File: config.mk
export PLATFORM = sky130hd
export DESIGN_NAME = count_sequencer
export DESIGN_NICKNAME = d
export VERILOG_FILES = /design/src/rtl/count_sequencer.sv
export SDC_FILE = /design/constraint.sdc
export NUM_CORES = 1
export LEC_CHECK = 0
export ABC_AREA = 1
export CAP_MARGIN = 20
export CORE_MARGIN = 4
export CORE_UTILIZATION = 43
export CTS_BUF_LIST = sky130_fd_sc_hd__clkbuf_8
export CTS_CLUSTER_DIAMETER = 100
export DETAILED_ROUTE_END_ITERATION = 12
export GPL_ROUTABILITY_DRIVEN = 0
export HOLD_SLACK_MARGIN = 0.06
export PLACE_DENSITY = 0.79
export SYNTH_ARGS = -nofsm -noshare
export SYNTH_HDL_FRONTEND = slang
export SYNTH_SLANG_ARGS = --single-unit
File: constraint.sdc
create_clock -name clk -period 1.6 [get_ports clk]
set_clock_uncertainty 0.2 [all_clocks]
set_input_delay 0.24 -clock clk [delete_from_list [all_inputs] [get_ports clk]]
set_output_delay 0.24 -clock clk [all_outputs]
set_load 0.03 [all_outputs]
File: src/rtl/count_sequencer.sv
// count_sequencer: runs a WIDTH-bit counter through commanded one-shot or periodic
// runs with pause/stop. Optional tick prescaler enabled by COUNT_SEQUENCER_PRESCALE_EN.
module count_sequencer #(
    parameter int unsigned WIDTH = 4,
    parameter int unsigned PRE_W = 4
) (
    input  logic             clk,
    input  logic             reset,
    input  logic             cmd_valid,
    output logic             cmd_ready,
    input  logic [WIDTH-1:0] cmd_limit,
    input  logic             cmd_periodic,
    input  logic             pause,
    input  logic             stop,
    input  logic [PRE_W-1:0] pre_div,
    output logic [WIDTH-1:0] q,
    output logic             busy,
    output logic             tc,
    output logic             done
);

    typedef enum logic [1:0] {
        IDLE = 2'd0,
        RUN  = 2'd1,
        HOLD = 2'd2,
        DONE = 2'd3
    } state_t;

    state_t           state;
    state_t           state_nxt;
    logic [WIDTH-1:0] q_nxt;
    logic [WIDTH-1:0] limit_r;
    logic [WIDTH-1:0] limit_nxt;
    logic             periodic_r;
    logic             periodic_nxt;
    logic             tc_nxt;
    logic             done_nxt;
    logic             tick_c;
    logic             accept_c;

    assign accept_c = cmd_valid && cmd_ready;

`ifdef COUNT_SEQUENCER_PRESCALE_EN
    logic [PRE_W-1:0] pre_cnt;
    logic [PRE_W-1:0] pre_nxt;

    // A tick fires when the prescaler reaches the live divisor value.
    assign tick_c = (pre_cnt == pre_div);

    always_comb begin
        pre_nxt = pre_cnt;
        case (state)
            IDLE: begin
                if (accept_c) pre_nxt = '0;
            end
            RUN: begin
                if (stop)        pre_nxt = '0;
                else if (!pause) pre_nxt = tick_c ? '0 : PRE_W'(pre_cnt + 1'b1);
            end
            HOLD: begin
                if (stop) pre_nxt = '0;
            end
            default: ;
        endcase
    end

    always_ff @(posedge clk or negedge reset) begin
        if (!reset) pre_cnt <= '0;
        else        pre_cnt <= pre_nxt;
    end
`else
    logic unused_pre_div;
    assign unused_pre_div = ^pre_div;
    assign tick_c         = 1'b1;
`endif

    // Next-state and next-output decode; stop > pause > terminal count > increment.
    always_comb begin
        state_nxt    = state;
        q_nxt        = q;
        limit_nxt    = limit_r;
        periodic_nxt = periodic_r;
        tc_nxt       = 1'b0;
        done_nxt     = 1'b0;
        case (state)
            IDLE: begin
                if (accept_c) begin
                    limit_nxt    = cmd_limit;
                    periodic_nxt = cmd_periodic;
                    q_nxt        = '0;
                    state_nxt    = RUN;
                end
            end
            RUN: begin
                if (stop) begin
                    q_nxt     = '0;
                    state_nxt = IDLE;
                end else if (pause) begin
                    state_nxt = HOLD;
                end else if (tick_c) begin
                    if (q == limit_r) begin
                        tc_nxt = 1'b1;
                        if (periodic_r) begin
                            q_nxt = '0;
                        end else begin
                            done_nxt  = 1'b1;
                            state_nxt = DONE;
                        end
                    end else begin
                        q_nxt = WIDTH'(q + 1'b1);
                    end
                end
            end
            HOLD: begin
                if (stop) begin
                    q_nxt     = '0;
                    state_nxt = IDLE;
                end else if (!pause) begin
                    state_nxt = RUN;
                end
            end
            DONE: begin
                state_nxt = IDLE;
            end
            default: begin
                state_nxt = IDLE;
            end
        endcase
    end

    // State and output registers; ready/busy are registered from the next state.
    always_ff @(posedge clk or negedge reset) begin
        if (!reset) begin
            state      <= IDLE;
            q          <= '0;
            limit_r    <= '0;
            periodic_r <= 1'b0;
            tc         <= 1'b0;
            done       <= 1'b0;
            cmd_ready  <= 1'b1;
            busy       <= 1'b0;
        end else begin
            state      <= state_nxt;
            q          <= q_nxt;
            limit_r    <= limit_nxt;
            periodic_r <= periodic_nxt;
            tc         <= tc_nxt;
            done       <= done_nxt;
            cmd_ready  <= (state_nxt == IDLE);
            busy       <= (state_nxt == RUN) || (state_nxt == HOLD);
        end
    end

endmodule

Word level (Yosys, flattened, before mapping)
Index checks and enable logic that the tools add are counted.

Bits in registers: 15. Input port bits: 14. Output and inout bits: 8. Word-level logic and storage cells: 50.

Add/sub/neg operators: 1. Equal/unequal tests: 10. Mux-type cells: 24. Reductions and logical operators: 7.

Operator list (number): 4-bit 2-to-1 mux (6); 2-bit 2-to-1 mux (7); 4-bit one-hot mux with 3 select lines (1); 1-bit 2-to-1 mux (9); 2-bit one-hot mux with 4 select lines (1); 2-bit equality test (second input constant) (3); 5-bit AND reduction (1); 4-bit by 1-bit adder with 4-bit output (second input constant) (1); 2-bit by 1-bit equality test with 1-bit output (second input constant) (2); 4-bit equality test (1); 2-bit logical NOT (2); 2-bit inequality test (second input constant) (2); 4-bit inequality test (second input constant) (1); 3-bit inequality test (second input constant) (1); 3-bit nonzero test (1); 2-bit AND reduction (1); 1-bit logical AND (1); 1-bit logical OR (1).

Depth between registers and ports, before layout
Gate-level depths: netlist of run 1.

Depth in word-level cells: 7. Mapped depth: 9. Depth with buffers taken out: 9.

Worst setup path before layout of run 1
OpenSTA, ideal clock, no wires.

Kind: register to register. From: register q[1]. To: register busy. Setup time: 0.126 ns. Data arrival time: 1.435 ns. Required time: 1.274 ns. Path slack: -0.161 ns. Cell stages (with the launch flop): 9. Path buffers: 0. Period minus slack after synthesis: 1.761 ns. Cells stage by stage: dfrtp_1 -> inv_1 -> nand2_1 -> nand2_1 -> nor2_2 -> nand4_4 -> o21ai_2 -> inv_2 -> ha_1.

Word-level cells in the longest chain between the ends: 7. Elaborated cells between the ends (all ways): 8. Classes of those cells: eq/ne: 3; mux: 4; reduce/logical: 1.

Ends and longest elaborated chain: start: declaration (line 16) `output logic [WIDTH-1:0] q,`; start signal: assignment (line 144) `q <= q_nxt;`; 4-bit equality test * (line 101) `if (q == limit_r) begin`; 2-bit 2-to-1 mux * (line 101); 2-bit 2-to-1 mux * (line 98) `end else if (pause) begin`; 2-bit 2-to-1 mux * (line 95) `if (stop) begin`; 2-bit one-hot mux with 4 select lines * (line 85) `case (state)`; named net state_nxt[1] (line 30) `state_t state_nxt;`; 2-bit by 1-bit equality test with 1-bit output / 2-bit equality test (equally long branches) (line 150) `busy <= (state_nxt == RUN) || (state_nxt == HOLD);`; 1-bit logical OR * (line 150); end signal: assignment (line 150); end: declaration (line 17) `output logic busy,`.

The timed path passes the listed nets; every way through them passes the cells marked *. A chain may end at the register's enable or synchronous reset.

Worst setup path in the final report of run 1
From: register state[0]. To: register busy.

Word-level cells in the longest chain between the ends: 7. Elaborated cells between the ends (all ways): 15. Classes of those cells: eq/ne: 5; mux: 8; reduce/logical: 2.

Ends and longest elaborated chain: start: declaration (line 29) `state_t state;`; start signal: assignment (line 143) `state <= state_nxt;`; 2-bit 2-to-1 mux (line 103) `if (periodic_r) begin`; 2-bit 2-to-1 mux (line 101); 2-bit 2-to-1 mux (line 98); 2-bit 2-to-1 mux (line 95); 2-bit one-hot mux with 4 select lines * (line 85); named net state_nxt[0] (line 30); 2-bit by 1-bit equality test with 1-bit output / 2-bit equality test (equally long branches) (line 150); 1-bit logical OR * (line 150).

Marks and branches as above.

==> flow_metrics.py, run 1 <==
metrics = {
    "global_routing": {
        "overflow": 0,
        "grt.total_usage_pct": 15.82,
        "grt_pass1_vias": 667,
        "grt_max_degree": 16,
        "grt_pass1_wl_microns": 2953,
        "antenna_found_initial": 0,
    },
    "placed_design": {
        "dp_hpwl_microns": 1290,
        "portBuffers": 17,
        "dpl.cell_count": 147,
        "post-place-ws_ns": -0.1960,
        "place_area_sq_um": 1042,
    },
    "clock_network": {
        "cts_buffers": 3,
        "postCtsHoldBufs": 0,
        "tritoncts": "yes",
        "clk_latency_ns": 0.25,
        "clk_pin_slew_ns": 0.06,
        "clock_path_buffers": 2,
        "cts_max_level": 1,
        "numClockSinks": 15,
        "cts_root_buf": "clkbuf_8",
    },
    "routing": {
        "wirelength_microns": 1718,
        "drt_iter0_drc": 6,
        "wire_per_inst_microns": 11.23,
        "drc": 0,
        "firstDrtPassIters": 4,
        "vias_per_cell": 4.660,
        "via_count": 713,
        "ant_nets": 0,
    },
    "power": {
        "power.density_nw_per_um2": 1485,
        "combPwrFrac_pct": 47.0,
        "switching_power_uw": 699.7,
        "p_int_uw": 976.4,
        "power_mw": 1.676,
        "power_frac_seq_pct": 35.0,
        "switching_share_pct": 41.74,
        "leakagePower_nw": 0.5734,
        "vdd_drop_max_uv": 1165,
        "p_clk_share_pct": 18.0,
    },
    "finish": {
        "finish.utilization_pct": 65.36,
        "stdcell_area_sq_um": 1129,
        "diodes": 0,
        "fill_cells": 149,
        "syn2layout_area_growth_pct": 45.02,
        "drive_gt1_share_pct": 26.56,
        "layout.nets": 145,
        "layout.cells.non_filler": 153,
    },
    "worst_setup_path": {
        "path_class": "reg2reg",
        "cp-end-kind": "flip-flop",
        "cp.required_ns": 1.54,
        "cp-start-kind": "flip-flop",
        "cp_data_arrival_time_ns": 1.51,
        "worst-path-max-fanout": 3,
    },
    "floorplanning": {
        "core_area_sq_um": 1727,
        "dieArea_sq_um": 2554,
        "ios": 22,
        "rows": 15,
        "chipWidth_microns": 50.54,
        "die_height_microns": 50.54,
        "initial_core_util_pct": 45.07,
    },
    "timing": {
        "setup_viol": 0,
        "final.setup.worst_slack_ns": 0.02909,
        "period_minus_slack_ns": 1.571,
        "clock.fmax_mhz": 636.6,
        "final_max_slew_viol_count": 0,
        "finalHoldViolations": 0,
        "worstMarginPinSlew_ns": 0.3034,
        "rsz0062_at_grt": "yes",
        "maxSlewHeadroom_pct": 79.85,
        "timing.final.crit_share_pct": 98.18,
    },
    "yosys": {
        "synth_area_sq_um": 778.2,
        "synthMuxAreaShare_pct": 0,
        "synth_cells": 99,
        "synth_top_area_share_pct": 45.02,
        "synth_nets": 115,
        "synth_xor_area_share_pct": 2.251,
        "synth-compound-area-share_pct": 5.627,
        "synthArstFlopShare_pct": 100.0,
        "synth-simple-area-share_pct": 32.15,
        "synthAdderAreaFrac_pct": 3.215,
        "yosysTopAreaCell": "dfrtp_1",
        "ys_seq_area_share_pct": 48.39,
        "synth_commonest_cells": "29 x nand2_1, 14 x dfrtp_1, 14 x inv_1",
        "ys_top_cells_by_area": "dfrtp_1 45%, nand2_1 14%, inv_1 6.8%, nor2_1 6.3%, nand3_1 3.9%",
        "synth_seq_cells": 15,
        "syn_area_per_cell_sq_um": 7.861,
        "yosysWarnings": 0,
        "synth_ff_type": "dfrtp_1",
        "yosysMostFrequentCell": "nand2_1",
        "synth_edf_count": 0,
        "synth_cell_types": 21,
        "synth_top_family_by_area": "simple AND/OR/NAND/NOR gates",
    },
    "job": {
        "cap_violations": 0,
    },
    "worst_hold_path": {
        "hold_class": "in2async",
    },
    "status": {
        "outcome": "complete, no violations",
    },
}
layer usage:
| layer | global-route usage, % | wire length, microns | up-vias |
|---|---|---|---|
| li1 | - | - | 365 |
| met1 | 18.46 | 676 | 328 |
| met2 | 25.43 | 924 | 16 |
| met3 | 2.967 | 71 | 4 |
| met4 | 12.11 | 46 | 0 |
| met5 | 0 | 0 | - |
power groups by stage:
stage | Combinational [mW] | Sequential, mW | Clock, mW
after global placement | 0.682 | 0.589 | 0
after detailed placement | 0.711 | 0.601 | 0
after global routing | 0.883 | 0.599 | 0.329
after CTS | 0.698 | 0.597 | 0.308
after floorplan | 0.396 | 0.665 | 0
final | 0.788 | 0.586 | 0.302
sequential cells by signal, indices dropped and copies added (netlist names):
signal      count
periodic_r      1
done            1
busy            1
tc              1
cmd_ready       1
state           2
q               4
limit_r         4
path summary, 6_finish.rpt:
path	from	to	slack, ns	cells after the start
setup / recovery	state[0]$_DFF_PN0_	busy$_DFF_PN0_	0.03	7
hold / removal	reset	limit_r[1]$_DFFE_PN0P_	0.1	2
setup reg to reg	state[0]$_DFF_PN0_	busy$_DFF_PN0_	0.03	7
hold reg to reg	limit_r[3]$_DFFE_PN0P_	limit_r[3]$_DFFE_PN0P_	0.34	2
max in group asynchronous	reset	cmd_ready$_DFF_PN1_	0.86	2
min in group clk	limit_r[3]$_DFFE_PN0P_	limit_r[3]$_DFFE_PN0P_	0.34	2
layout by cell type (no fill, tap or decap), types with 2 or more instances in the layout:
cell / netlist / routed
nand2_1: 29 / 27
inv_1: 14 / 14
nor2_1: 13 / 10
dfrtp_1: 14 / 10
buf_4: 0 / 10
clkdlybuf4s50_1: 0 / 9
dlygate4sd2_1: 0 / 7
nand3_1: 6 / 6
a21oi_1: 5 / 5
dfrtp_2: 0 / 4
nand2_2: 2 / 3
nor2_4: 1 / 3
clkbuf_8: 0 / 3
nor2_2: 1 / 2
inv_2: 2 / 2
cell families after synthesis:
kind of cell,after synthesis
AND/OR/NAND/NOR,55
buffers and inverters,17
flip-flops,15
AO/OA/AOI/OAI,8
XOR/XNOR,2
adder cells (fa/ha/maj),2
cell type report:
type	instances	area [sq um]	share of cell area, %
Timing Repair Buffer	26	226.5	20.07
Clock buffer	3	41.29	3.659
Clock inverter	1	3.754	0.3326
Inverter	16	62.56	5.543
Tap cell	25	31.28	2.772
Multi-Input combinational cell	67	381.6	33.81
Sequential cell	15	381.6	33.81
stage by stage:
step / setup TNS, ns / hold WS (ns)
final: 0 / 0.09741
after global routing: -0.05514 / 0.1162
after CTS: 0 / 0.1036
after detailed placement: -1.032 / 0.3332
after global placement: -0.6604 / 0.3109
after floorplan: 0 / -0.2556
worst max-delay path, cell delays in order, from the launching register on:
cell and delay (ns):
dfrtp_1 0.39, nor2_2 0.07, inv_1 0.07, nand2_2 0.06
or3_4 0.34, nand2_4 0.08, inv_4 0.04, ha_4 0.21
timing repair:
| item | 4_1_cts | 5_1_grt |
|---|---|---|
| cloned | 0 | 0 |
| pin swaps | 1 | 2 |
| buffers inserted | 0 | 2 |
| setup endpoints to repair | 8 | 5 |
| endpoints found under the hold margin | 0 | 0 |
| gates resized for setup | 9 | 9 |
No activity file was read; power rests on OpenSTA's default activity.
==> run 2: changes to the inputs <==
==> constraint.sdc (replaced) <==
create_clock -name clk -period 1.6 [get_ports clk]
set_clock_uncertainty 0.2 [all_clocks]
set_input_delay 0.16 -clock clk [delete_from_list [all_inputs] [get_ports clk]]
set_output_delay 0.16 -clock clk [all_outputs]
set_load 0.03 [all_outputs]
==> run 2 against run 1 <==
Highest routed layer unchanged. First-iteration DRC count decreased by 17%. Setup slack lost 0.0017 ns. Hold slack better by 0.19 ns. Global-route usage grew 0.19 points. Power fell by 0.60%. Largest power group unchanged.
==> flow_metrics.py, run 2 (same netlist as run 1, synthesis figures left out) <==
metrics = {
    "power": {
        "leakagePower_nw": 0.6052,
        "switching_share_pct": 41.43,
        "combPwrFrac_pct": 46.8,
        "power_frac_seq_pct": 35.2,
        "switching_power_uw": 690.2,
        "vdd_drop_max_uv": 1208,
        "power.density_nw_per_um2": 1457,
        "p_int_uw": 975.9,
        "p_clk_share_pct": 18.1,
        "power_mw": 1.666,
    },
    "routing": {
        "firstDrtPassIters": 4,
        "ant_nets": 0,
        "drc": 0,
        "drt_iter0_drc": 5,
        "vias_per_cell": 4.545,
        "via_count": 700,
        "wire_per_inst_microns": 11.01,
        "wirelength_microns": 1696,
    },
    "worst_setup_path": {
        "cp-end-kind": "flip-flop",
        "cp-start-kind": "flip-flop",
        "critPathSlowestCell": "dfrtp_1",
        "worst-path-max-fanout": 3,
        "cp_top_family": "simple AND/OR/NAND/NOR gates",
        "cp_data_arrival_time_ns": 1.51,
        "cp.required_ns": 1.54,
        "crit_chain": "nor2_2 -> inv_1 -> nand2_2 -> or3_4 -> nand2_4 -> inv_4 -> ha_4",
        "path_class": "reg2reg",
        "path_buf_inv": 2,
        "slowest_delay_ns": 0.39,
    },
    "floorplanning": {
        "chipWidth_microns": 50.54,
        "dieArea_sq_um": 2554,
        "initial_core_util_pct": 45.07,
        "rows": 15,
        "core_area_sq_um": 1727,
        "ios": 22,
        "die_height_microns": 50.54,
    },
    "clock_network": {
        "cts_max_level": 1,
        "clk_latency_ns": 0.25,
        "cts_buffers": 3,
        "clk_pin_slew_ns": 0.06,
        "clock_path_buffers": 2,
        "tritoncts": "yes",
        "cts_root_buf": "clkbuf_8",
        "numClockSinks": 15,
    },
    "global_routing": {
        "grt_pass1_vias": 676,
        "overflow": 0,
        "grt_pass1_wl_microns": 2994,
        "antenna_found_initial": 0,
        "grt.total_usage_pct": 16.01,
        "grt_max_degree": 16,
    },
    "timing": {
        "finalHoldViolations": 0,
        "setup_tns_ns": 0,
        "final.setup.worst_slack_ns": 0.02736,
        "clock.fmax_mhz": 635.9,
        "maxSlewHeadroom_pct": 78.32,
        "timing.final.crit_share_pct": 98.29,
        "setup_viol": 0,
        "period_minus_slack_ns": 1.573,
        "rsz0062_at_grt": "yes",
        "worstMarginPinSlew_ns": 0.3246,
        "final_max_slew_viol_count": 0,
    },
    "placed_design": {
        "place_area_sq_um": 1042,
        "dp_hpwl_microns": 1290,
        "portBuffers": 17,
        "post-place-ws_ns": -0.1160,
    },
    "finish": {
        "layout.nets": 146,
        "reg.largest.list": "limit_r: 4 flops, q: 4 flops, state: 2 flops",
        "fill_cells": 147,
        "diodes": 0,
        "mostFrequentLayoutCells": "27 x nand2_1, 14 x inv_1, 11 x nor2_1, 10 x dfrtp_1, 10 x buf_4",
        "final_common_cell": "nand2_1",
        "syn2layout_area_growth_pct": 46.95,
        "drive_gt1_share_pct": 25.58,
        "stdcell_area_sq_um": 1144,
    },
    "worst_hold_path": {
        "hold_class": "in2reg",
    },
    "job": {
        "cap_violations": 0,
    },
    "status": {
        "outcome": "complete, no violations",
    },
}
run 2: power groups by stage:
stage | registers, mW | logic, mW | clock network [mW]
final | 0.586 | 0.779 | 0.301
after global routing | 0.599 | 0.871 | 0.329
after CTS | 0.597 | 0.700 | 0.308
after detailed placement | 0.601 | 0.711 | 0
after global placement | 0.589 | 0.682 | 0
after floorplan | 0.665 | 0.396 | 0
run 2: repair_timing:
| item | 4_1_cts | 5_1_grt |
|---|---|---|
| pin swaps | 1 | 2 |
| setup buffers | 0 | 2 |
| hold endpoints to repair | 14 | 0 |
| endpoints found under the setup margin | 6 | 7 |
| gates resized for setup | 7 | 10 |
| hold buffers | 1 | 0 |
run 2: area by class of cell:
cell class / count / area [sq um] / area share (%)
clock inverter: 1 / 3.754 / 0.3282
sequential: 15 / 381.6 / 33.37
multi-input combinational: 67 / 379.1 / 33.15
tap: 25 / 31.28 / 2.735
inverter: 16 / 62.56 / 5.470
timing repair buffer: 27 / 244.0 / 21.33
clock buffer: 3 / 41.29 / 3.610
run 2: metal layers:
metal	vias up	global-route usage [%]	routed length, microns
met4	0	12.11	46
li1	366	-	-
met1	318	18.83	675
met2	12	25.65	908
met5	-	0	0
met3	4	2.967	65
run 2: final timing paths:
| kind | from | depth (start not counted) | slack [ns] | end |
|---|---|---|---|---|
| max in group asynchronous | reset | 3 | 0.38 | cmd_ready$_DFF_PN1_ |
| max reg2reg | state[0]$_DFF_PN0_ | 7 | 0.03 | busy$_DFF_PN0_ |
| max | state[0]$_DFF_PN0_ | 7 | 0.03 | busy$_DFF_PN0_ |
| min | cmd_limit[3] | 3 | 0.28 | limit_r[3]$_DFFE_PN0P_ |
| min reg2reg | limit_r[3]$_DFFE_PN0P_ | 2 | 0.34 | limit_r[3]$_DFFE_PN0P_ |
| min in group asynchronous | reset | 3 | 0.57 | limit_r[1]$_DFFE_PN0P_ |
run 2: stage by stage:
stage / hold WS [ns] / utilization (%) / instances
floorplan: -0.3356 / - / 99
global placement: 0.2889 / 60.36 / 147
detailed placement: 0.2896 / 60.36 / 147
CTS: 0.2877 / 63.33 / 152
global route: 0.2946 / 66.23 / 154
finish: 0.2837 / 66.23 / 154
run 2: worst reg2reg max path, delay by kind of cell, from the launching register on:
family | cells | cell delay (ns)
simple gates | 4 | 0.55
flops | 1 | 0.39
fa+ha+maj | 1 | 0.21
buf+inv | 2 | 0.11
